`src/rtl/mux_arbiter4_if.sv`:
```
// Requester/downstream bus of the 4-way round-robin arbiter.
// The slave modport is the arbiter's view; master is the environment's view.
interface mux_arbiter4_if #(
  parameter int DATA_W = 8
);
  logic [3:0]        req;
  logic [DATA_W-1:0] data0;
  logic [DATA_W-1:0] data1;
  logic [DATA_W-1:0] data2;
  logic [DATA_W-1:0] data3;
  logic              out_ready;
  logic              out_valid;
  logic [DATA_W-1:0] out_data;
  logic [3:0]        grant;
  logic [1:0]        sel;

  modport slave (
    input  req, data0, data1, data2, data3, out_ready,
    output out_valid, out_data, grant, sel
  );

  modport master (
    output req, data0, data1, data2, data3, out_ready,
    input  out_valid, out_data, grant, sel
  );
endinterface

```
`src/rtl/mux_arbiter4.sv`:
```
// 4-way round-robin arbiter driving a shared 4:1 data mux.
// An owner keeps the grant for up to MAX_BEATS accepted beats or until it
// drops its request; every grant is followed by at least one idle cycle.
module mux_arbiter4 #(
  parameter int DATA_W    = 8,
  parameter int MAX_BEATS = 4
) (
  input  logic               clk,
  input  logic               rst,
  mux_arbiter4_if.slave      bus
);

  typedef enum logic {IDLE, BUSY} state_t;

  localparam logic [3:0] LAST_BEAT = 4'(MAX_BEATS - 1);

  state_t            r_state;
  logic [1:0]        r_owner;
  logic [1:0]        r_ptr;
  logic [3:0]        r_cnt;

  state_t            w_state_nx;
  logic [1:0]        w_owner_nx;
  logic [1:0]        w_ptr_nx;
  logic [3:0]        w_cnt_nx;
  logic [1:0]        w_pick;
  logic              w_accept;
  logic              w_out_valid;
  logic [DATA_W-1:0] w_out_data;
  logic [3:0]        w_grant;
  logic [1:0]        w_sel;

  // Round-robin search: first requester at or after r_ptr (mod 4).
  // Iterating from the farthest offset down lets the nearest one win.
  always_comb begin
    w_pick = r_ptr;
    for (int k = 3; k >= 0; k--) begin
      if (bus.req[r_ptr + 2'(k)]) begin
        w_pick = r_ptr + 2'(k);
      end
    end
  end

  // Next-state and output decode from the registered owner.
  always_comb begin
    w_state_nx  = r_state;
    w_owner_nx  = r_owner;
    w_ptr_nx    = r_ptr;
    w_cnt_nx    = r_cnt;
    w_accept    = 1'b0;
    w_out_valid = 1'b0;
    w_out_data  = bus.data0;
    w_grant     = 4'b0000;
    w_sel       = 2'b00;
    case (r_state)
      IDLE: begin
        if (|bus.req) begin
          w_state_nx = BUSY;
          w_owner_nx = w_pick;
          w_cnt_nx   = 4'd0;
        end
      end
      BUSY: begin
        w_grant     = 4'b0001 << r_owner;
        w_sel       = r_owner;
        w_out_valid = bus.req[r_owner];
        case (r_owner)
          2'd0:    w_out_data = bus.data0;
          2'd1:    w_out_data = bus.data1;
          2'd2:    w_out_data = bus.data2;
          default: w_out_data = bus.data3;
        endcase
        w_accept = w_out_valid && bus.out_ready;
        // Release on the last allowed beat or when the owner withdraws;
        // the pointer moves past the releasing owner only here.
        if ((w_accept && (r_cnt == LAST_BEAT)) || !bus.req[r_owner]) begin
          w_state_nx = IDLE;
          w_ptr_nx   = r_owner + 2'd1;
          w_cnt_nx   = 4'd0;
        end else if (w_accept) begin
          w_cnt_nx = r_cnt + 4'd1;
        end
      end
      default: begin
        w_state_nx = IDLE;
      end
    endcase
  end

  // Control registers; reset overrides every other transition.
  always_ff @(posedge clk) begin
    if (rst) begin
      r_state <= IDLE;
      r_owner <= 2'd0;
      r_ptr   <= 2'd0;
      r_cnt   <= 4'd0;
    end else begin
      r_state <= w_state_nx;
      r_owner <= w_owner_nx;
      r_ptr   <= w_ptr_nx;
      r_cnt   <= w_cnt_nx;
    end
  end

  assign bus.out_valid = w_out_valid;
  assign bus.out_data  = w_out_data;
  assign bus.grant     = w_grant;
  assign bus.sel       = w_sel;

endmodule
```
`src/flat_wrapper.sv`:
```
// flat-port wrapper written by rule: the top's interface ports become plain ports
module mux_arbiter4_flat 
#(
  parameter int DATA_W    = 8,
  parameter int MAX_BEATS = 4
)
  (clk, rst, bus_req, bus_data0, bus_data1, bus_data2, bus_data3, bus_out_ready, bus_out_valid, bus_out_data, bus_grant, bus_sel);
  mux_arbiter4_if #(.DATA_W(DATA_W)) bus_i ();
  input  logic clk;
  input  logic rst;
  input wire logic [$bits(bus_i.req)-1:0] bus_req;
  input wire logic [$bits(bus_i.data0)-1:0] bus_data0;
  input wire logic [$bits(bus_i.data1)-1:0] bus_data1;
  input wire logic [$bits(bus_i.data2)-1:0] bus_data2;
  input wire logic [$bits(bus_i.data3)-1:0] bus_data3;
  input wire logic [$bits(bus_i.out_ready)-1:0] bus_out_ready;
  output wire logic [$bits(bus_i.out_valid)-1:0] bus_out_valid;
  output wire logic [$bits(bus_i.out_data)-1:0] bus_out_data;
  output wire logic [$bits(bus_i.grant)-1:0] bus_grant;
  output wire logic [$bits(bus_i.sel)-1:0] bus_sel;
  assign bus_i.req = bus_req;
  assign bus_i.data0 = bus_data0;
  assign bus_i.data1 = bus_data1;
  assign bus_i.data2 = bus_data2;
  assign bus_i.data3 = bus_data3;
  assign bus_i.out_ready = bus_out_ready;
  assign bus_out_valid = bus_i.out_valid;
  assign bus_out_data = bus_i.out_data;
  assign bus_grant = bus_i.grant;
  assign bus_sel = bus_i.sel;
  mux_arbiter4 #(.DATA_W(DATA_W), .MAX_BEATS(MAX_BEATS)) u_core (.clk(clk), .rst(rst), .bus(bus_i));
endmodule
```
`config.mk`:
```
export PLATFORM = sky130hd
export DESIGN_NAME = mux_arbiter4_flat
export DESIGN_NICKNAME = d
export VERILOG_FILES = /design/src/rtl/mux_arbiter4_if.sv /design/src/rtl/mux_arbiter4.sv /design/src/flat_wrapper.sv
export SDC_FILE = /design/constraint.sdc
export NUM_CORES = 1
export LEC_CHECK = 0
export BUFFER_PORTS_ARGS = -buffer_cell sky130_fd_sc_hd__buf_2
export CORE_UTILIZATION = 45
export DETAILED_ROUTE_END_ITERATION = 10
export PLACE_DENSITY_LB_ADDON = 0.3
export SETUP_SLACK_MARGIN = 0.3
export SLEW_MARGIN = 25
export SYNTH_ARGS = -nofsm -noshare
export SYNTH_HDL_FRONTEND = slang
export SYNTH_SLANG_ARGS = --single-unit
```
`constraint.sdc`:
```
create_clock -name clk -period 4.01 [get_ports clk]
set_clock_uncertainty 0.05 [all_clocks]
set_input_delay 0.401 -clock clk [delete_from_list [all_inputs] [get_ports clk]]
set_output_delay 0.401 -clock clk [all_outputs]
set_load 0.02 [all_outputs]
```
---- Yosys cells after proc, flatten, opt, wreduce, memory -nomap -nowiden ----
Cells that the tools add are included.
storage, ports and cells
  bits in registers ....................... 9
  input bits .............................. 39
  output and inout bits ................... 15
cells by class
  add/sub/neg operators ................... 5
  magnitude comparators ................... 5
  equality and inequality tests ........... 5
  shift operators ......................... 1
  mux-type cells .......................... 26
  bitwise logic cells ..................... 1
  reduce and logical (&&, ||, !) cells .... 9
operator list
  operator                                                     number
  case mux 8 bit (3 select lines)                              1
  two-way mux 4 bit                                            4
  less-than comparator 2 x 3 -> 1 bit (second input constant)  5
  binary-select mux 1 bit (select 2 bit)                       5
  two-way mux 2 bit                                            5
  two-way mux 1 bit                                            8
  two-way mux 8 bit                                            1
  case mux 4 bit (2 select lines)                              1
  AND reduction 2 bit                                          3
  adder 2 x 1 -> 2 bit (second input constant)                 2
  adder 2 bit (second input constant)                          2
  adder 4 x 1 -> 4 bit (second input constant)                 1
  equality test 4 x 2 -> 1 bit (second input constant)         1
  OR reduction 4 bit                                           1
  << shifter 1 x 2 -> 4 bit (first input constant)             1
  != test 3 bit (second input constant)                        1
  equality test 2 x 1 -> 1 bit (second input constant)         1
  equality test 2 bit (second input constant)                  1
  logical AND 1 bit                                            2
  zero test 2 bit                                              1
  != test 2 x 1 -> 1 bit (second input constant)               1
  case mux 1 bit (2 select lines)                              1
  zero test 1 bit                                              1
  logical OR 1 bit                                             1
  NOT 1 bit                                                    1

---- Depth between registers and ports, before layout ----
  word-level depth ........................ 7
  mapped depth ............................ 7
  gate-level depth less buffers ........... 6

---- Worst setup path after synthesis ----
Ideal clock, no wire load.
  kind .................................... flip-flop to output port
  start ................................... register u_core.r_owner[0]
  end ..................................... output port bus_out_data[6]
  arrival time ............................ 1.658 ns
  data required time ...................... 3.559 ns
  path slack .............................. 1.901 ns
  cell stages (with the launch flop) ...... 6
  path buffers ............................ 2
  cells stage by stage .................... dfxtp_1 > ha_1 > clkbuf_1 > clkbuf_1 > a21oi_1 > o21ai_0
on the way
  word-level cells in the longest chain between the ends .. 3
  elaborated cells on any way between the ends .. 5
  classes of those cells .................. eq/ne (2); mux (2); reduce/logical (1)
RTL lines
  element                                            line                RTL
  start, declared                                    mux_arbiter4.sv:18  logic [1:0] r_owner;
  start signal, assigned                             mux_arbiter4.sv:99  r_owner <= w_owner_nx;
  equality test 2 bit, or another cell as far along  mux_arbiter4.sv:67  case (r_owner)
  case mux 8 bit (3 select lines) *                  mux_arbiter4.sv:67
  two-way mux 8 bit *                                mux_arbiter4.sv:55  case (r_state)
  end, declared                                      flat_wrapper.sv:18  output wire logic [$bits(bus_i.out_data)-1:0] bus_out_data;
Every way passes the cells marked *; elsewhere a longest branch is shown, timed or not.

---- Worst setup path in the final report ----
  start ................................... register u_core.r_owner[0]
  end ..................................... output port bus_out_data[4]
Same word-level chain as after synthesis.

==> qor.csv <==
stage,metric,value,unit
routing,drc,0,
pwr,power_density,269.3,nW/um^2
synthesis,synth.most_common_cell,nor2_1,
run,max_cap_viol_count,0,
timing,layout_min_cycle_time,2.391,ns
synthesis,synth_cell_types,29,
synthesis,synth_area_leaders,"dfxtp_1, ha_1, a21oi_1",
synthesis,syn_nets,165,
routing,ant_nets,0,
synthesis,synth_flop_cell,dfxtp_1,
routing,drt_iter0_drc,17,
final_layout,fillerInstances,180,
synthesis,ys_top_cells_by_count,"nor2_1, a21oi_1, o21ai_0",
final_layout,finalNonFillerCells,196,
clocking,cts_tree,built,
hold_path,hold_path_class,in2reg,
synthesis,netlist_instances,120,
pwr,ir_worst_vdd,197.8,uV
clocking,ctsHoldBuffers,0,
placed_design,routabilityCongestion,0.8350,
setup_path,worstSetupPathType,reg2out,
placed_design,place_inst,192,
clocking,cts_inserted_buffers,3,
synthesis,yosysTopAreaCell,dfxtp_1,
timing,report.final.slew_viol_count,0,
floorplan,rows,15,
synthesis,syn_area,830.8,um^2
synthesis,yosysWarningCount,0,
routing,via_per_inst,5.214,
setup_path,crit_fanout,17,
final_layout,fin_nets,217,
setup_path,critPathLaunchType,flop,
routing,wl_per_cell,11.62,um
clocking,clk_pin_slew,0.07,ns
setup_path,worstPathRequired,3.56,ns
floorplan,core_area,1727,um^2
synthesis,synth-seq-area-share,21.69,%
timing,fin_crit_sh,59.62,%
clocking,postCtsResizedCells,0,
clocking,cts_setup_buffers,0,
synthesis,synth-edff-count,0,
final_layout,n_antenna_cell,0,
routing,vias,1022,
setup_path,crit_arrival,1.94,ns
placed_design,io_buffers,53,
timing,setup_tns,0,ns
synthesis,ys_seq_elements,9,
timing,finalSetupViolations,0,
timing,slew-limit-headroom,45.40,%
floorplan,die_area,2022,um^2
pwr,leakagePower,0.5516,nW
routing,dr.pass1.iters,4,
routing,wirelength,2.278,mm
grt,overflow,0,
clocking,numClockSinks,9,
clocking,cts_root_buffer,clkbuf_4,
timing,hold_violations,0,
timing,grt_setup_unrepaired,no,
final_layout,drive_above_1_share,35.09,%
synthesis,syn_avg_cell_area,6.923,um^2
grt,grt_max_degree,18,
setup_path,end_kind,primary output,
status,status,"finished, final reports clean",
floorplan,io_pins,54,
grt,grt_pass1_wl,3.498,mm
clocking,htreeDepth,1,
synthesis,synth_top_area_share,21.69,%
grt,antenna_found_initial,0,
clocking,clk_latency,0.27,ns
timing,tightest_slew,0.8115,ns
final_layout,syn_to_final_growth,36.14,%
synthesis,async_flop_share,0,%
floorplan,initial_core_util,48.12,%
grt,grt_usage,23.88,%
clocking,clk_path_buf_depth,2,
floorplan,die_x,44.97,um
floorplan,die_y,44.97,um
timing,fmax,0.4182,GHz
grt,grt_pass1_vias,865,
placed_design,dpl.hpwl,1.840,mm
power by group:
part,switching (W),internal (W)
registers,0.00000841,0.0000952
logic,0.0000726,0.0000528
clock network,0.0000369,0.0000386
total,0.000118,0.000187
worst paths after layout:
kind	startpoint	endpoint	slack, ns	cells after the start
max	u_core.r_owner[0]	bus_out_data[4]	1.62	5
min	rst	u_core.r_ptr[1]	0.32	2
max reg2reg	u_core.r_owner[0]	u_core.r_cnt[3]	2.12	4
min reg2reg	u_core.r_cnt[1]	u_core.r_cnt[1]	0.43	2
state kept, by name, indices dropped and copies added, names as in the netlist:
register and flops:
u_core.r_cnt 4, u_core.r_owner 2, u_core.r_ptr 2, u_core.r_state 1
metrics by stage:
step	hold slack, ns	setup WS [ns]	area, um^2	utilization, %	power (W)
after CTS	0.3162	1.610	1131	65.51	0.0003079
final	0.3184	1.619	1131	65.51	0.0003046
after global routing	0.3355	1.438	1131	65.51	0.0003244
after global placement	0.4100	1.981	1105	63.99	0.0002284
after detailed placement	0.4182	1.917	1105	63.99	0.0002312
after floorplan	0.4034	1.901	830.8	-	0.0001841
logic make-up after synthesis:
logic type / Yosys count / share of synthesized area (%)
AND/OR/NAND/NOR: 43 / 24.40
flip-flops: 9 / 21.69
multiplexers: 3 / 5.120
AO/OA/AOI/OAI: 46 / 33.28
adder cells (fa/ha/maj): 6 / 9.036
buffers and inverters: 12 / 5.421
XOR/XNOR: 1 / 1.054
area by class of cell:
| class | count | area, um^2 | share of cell area [%] |
|---|---|---|---|
| Sequential cell | 9 | 180.2 | 15.93 |
| Clock buffer | 4 | 26.28 | 2.323 |
| Timing Repair Buffer | 53 | 265.3 | 23.45 |
| Tap cell | 25 | 31.28 | 2.765 |
| Inverter | 6 | 22.52 | 1.991 |
| Multi-Input combinational cell | 99 | 605.6 | 53.54 |
per-layer routing:
layer  vias to the layer above  track usage, %  share of wire, %
met5                         -               0                 0
met4                         0           13.94               2.0
met3                         5           4.800               7.2
met2                        41           41.45                49
met1                       445           26.78                42
li1                        531               -                 -
worst max-delay path: stages (launching register included):
cell,delay [ns]
dfxtp_1,0.37
ha_1,0.40
o21ai_1,0.50
nand2_1,0.10
o21ai_0,0.10
buf_2,0.20
placed cells by master, fill, tap and decap left out, types with 2 or more instances in the layout:
cell type and n:
a21oi_1 14, a22oi_1 9, a31oi_1 2, and2_1 3, buf_2 53, clkbuf_4 3, dfxtp_1 9, ha_1 6
inv_1 6, mux2i_1 2, nand2_1 11, nand3_1 2, nor2_1 17, nor2b_1 2, nor3_1 2, o21ai_0 13
o21bai_1 2, or3_1 2
(Power assumes the default switching activity.)
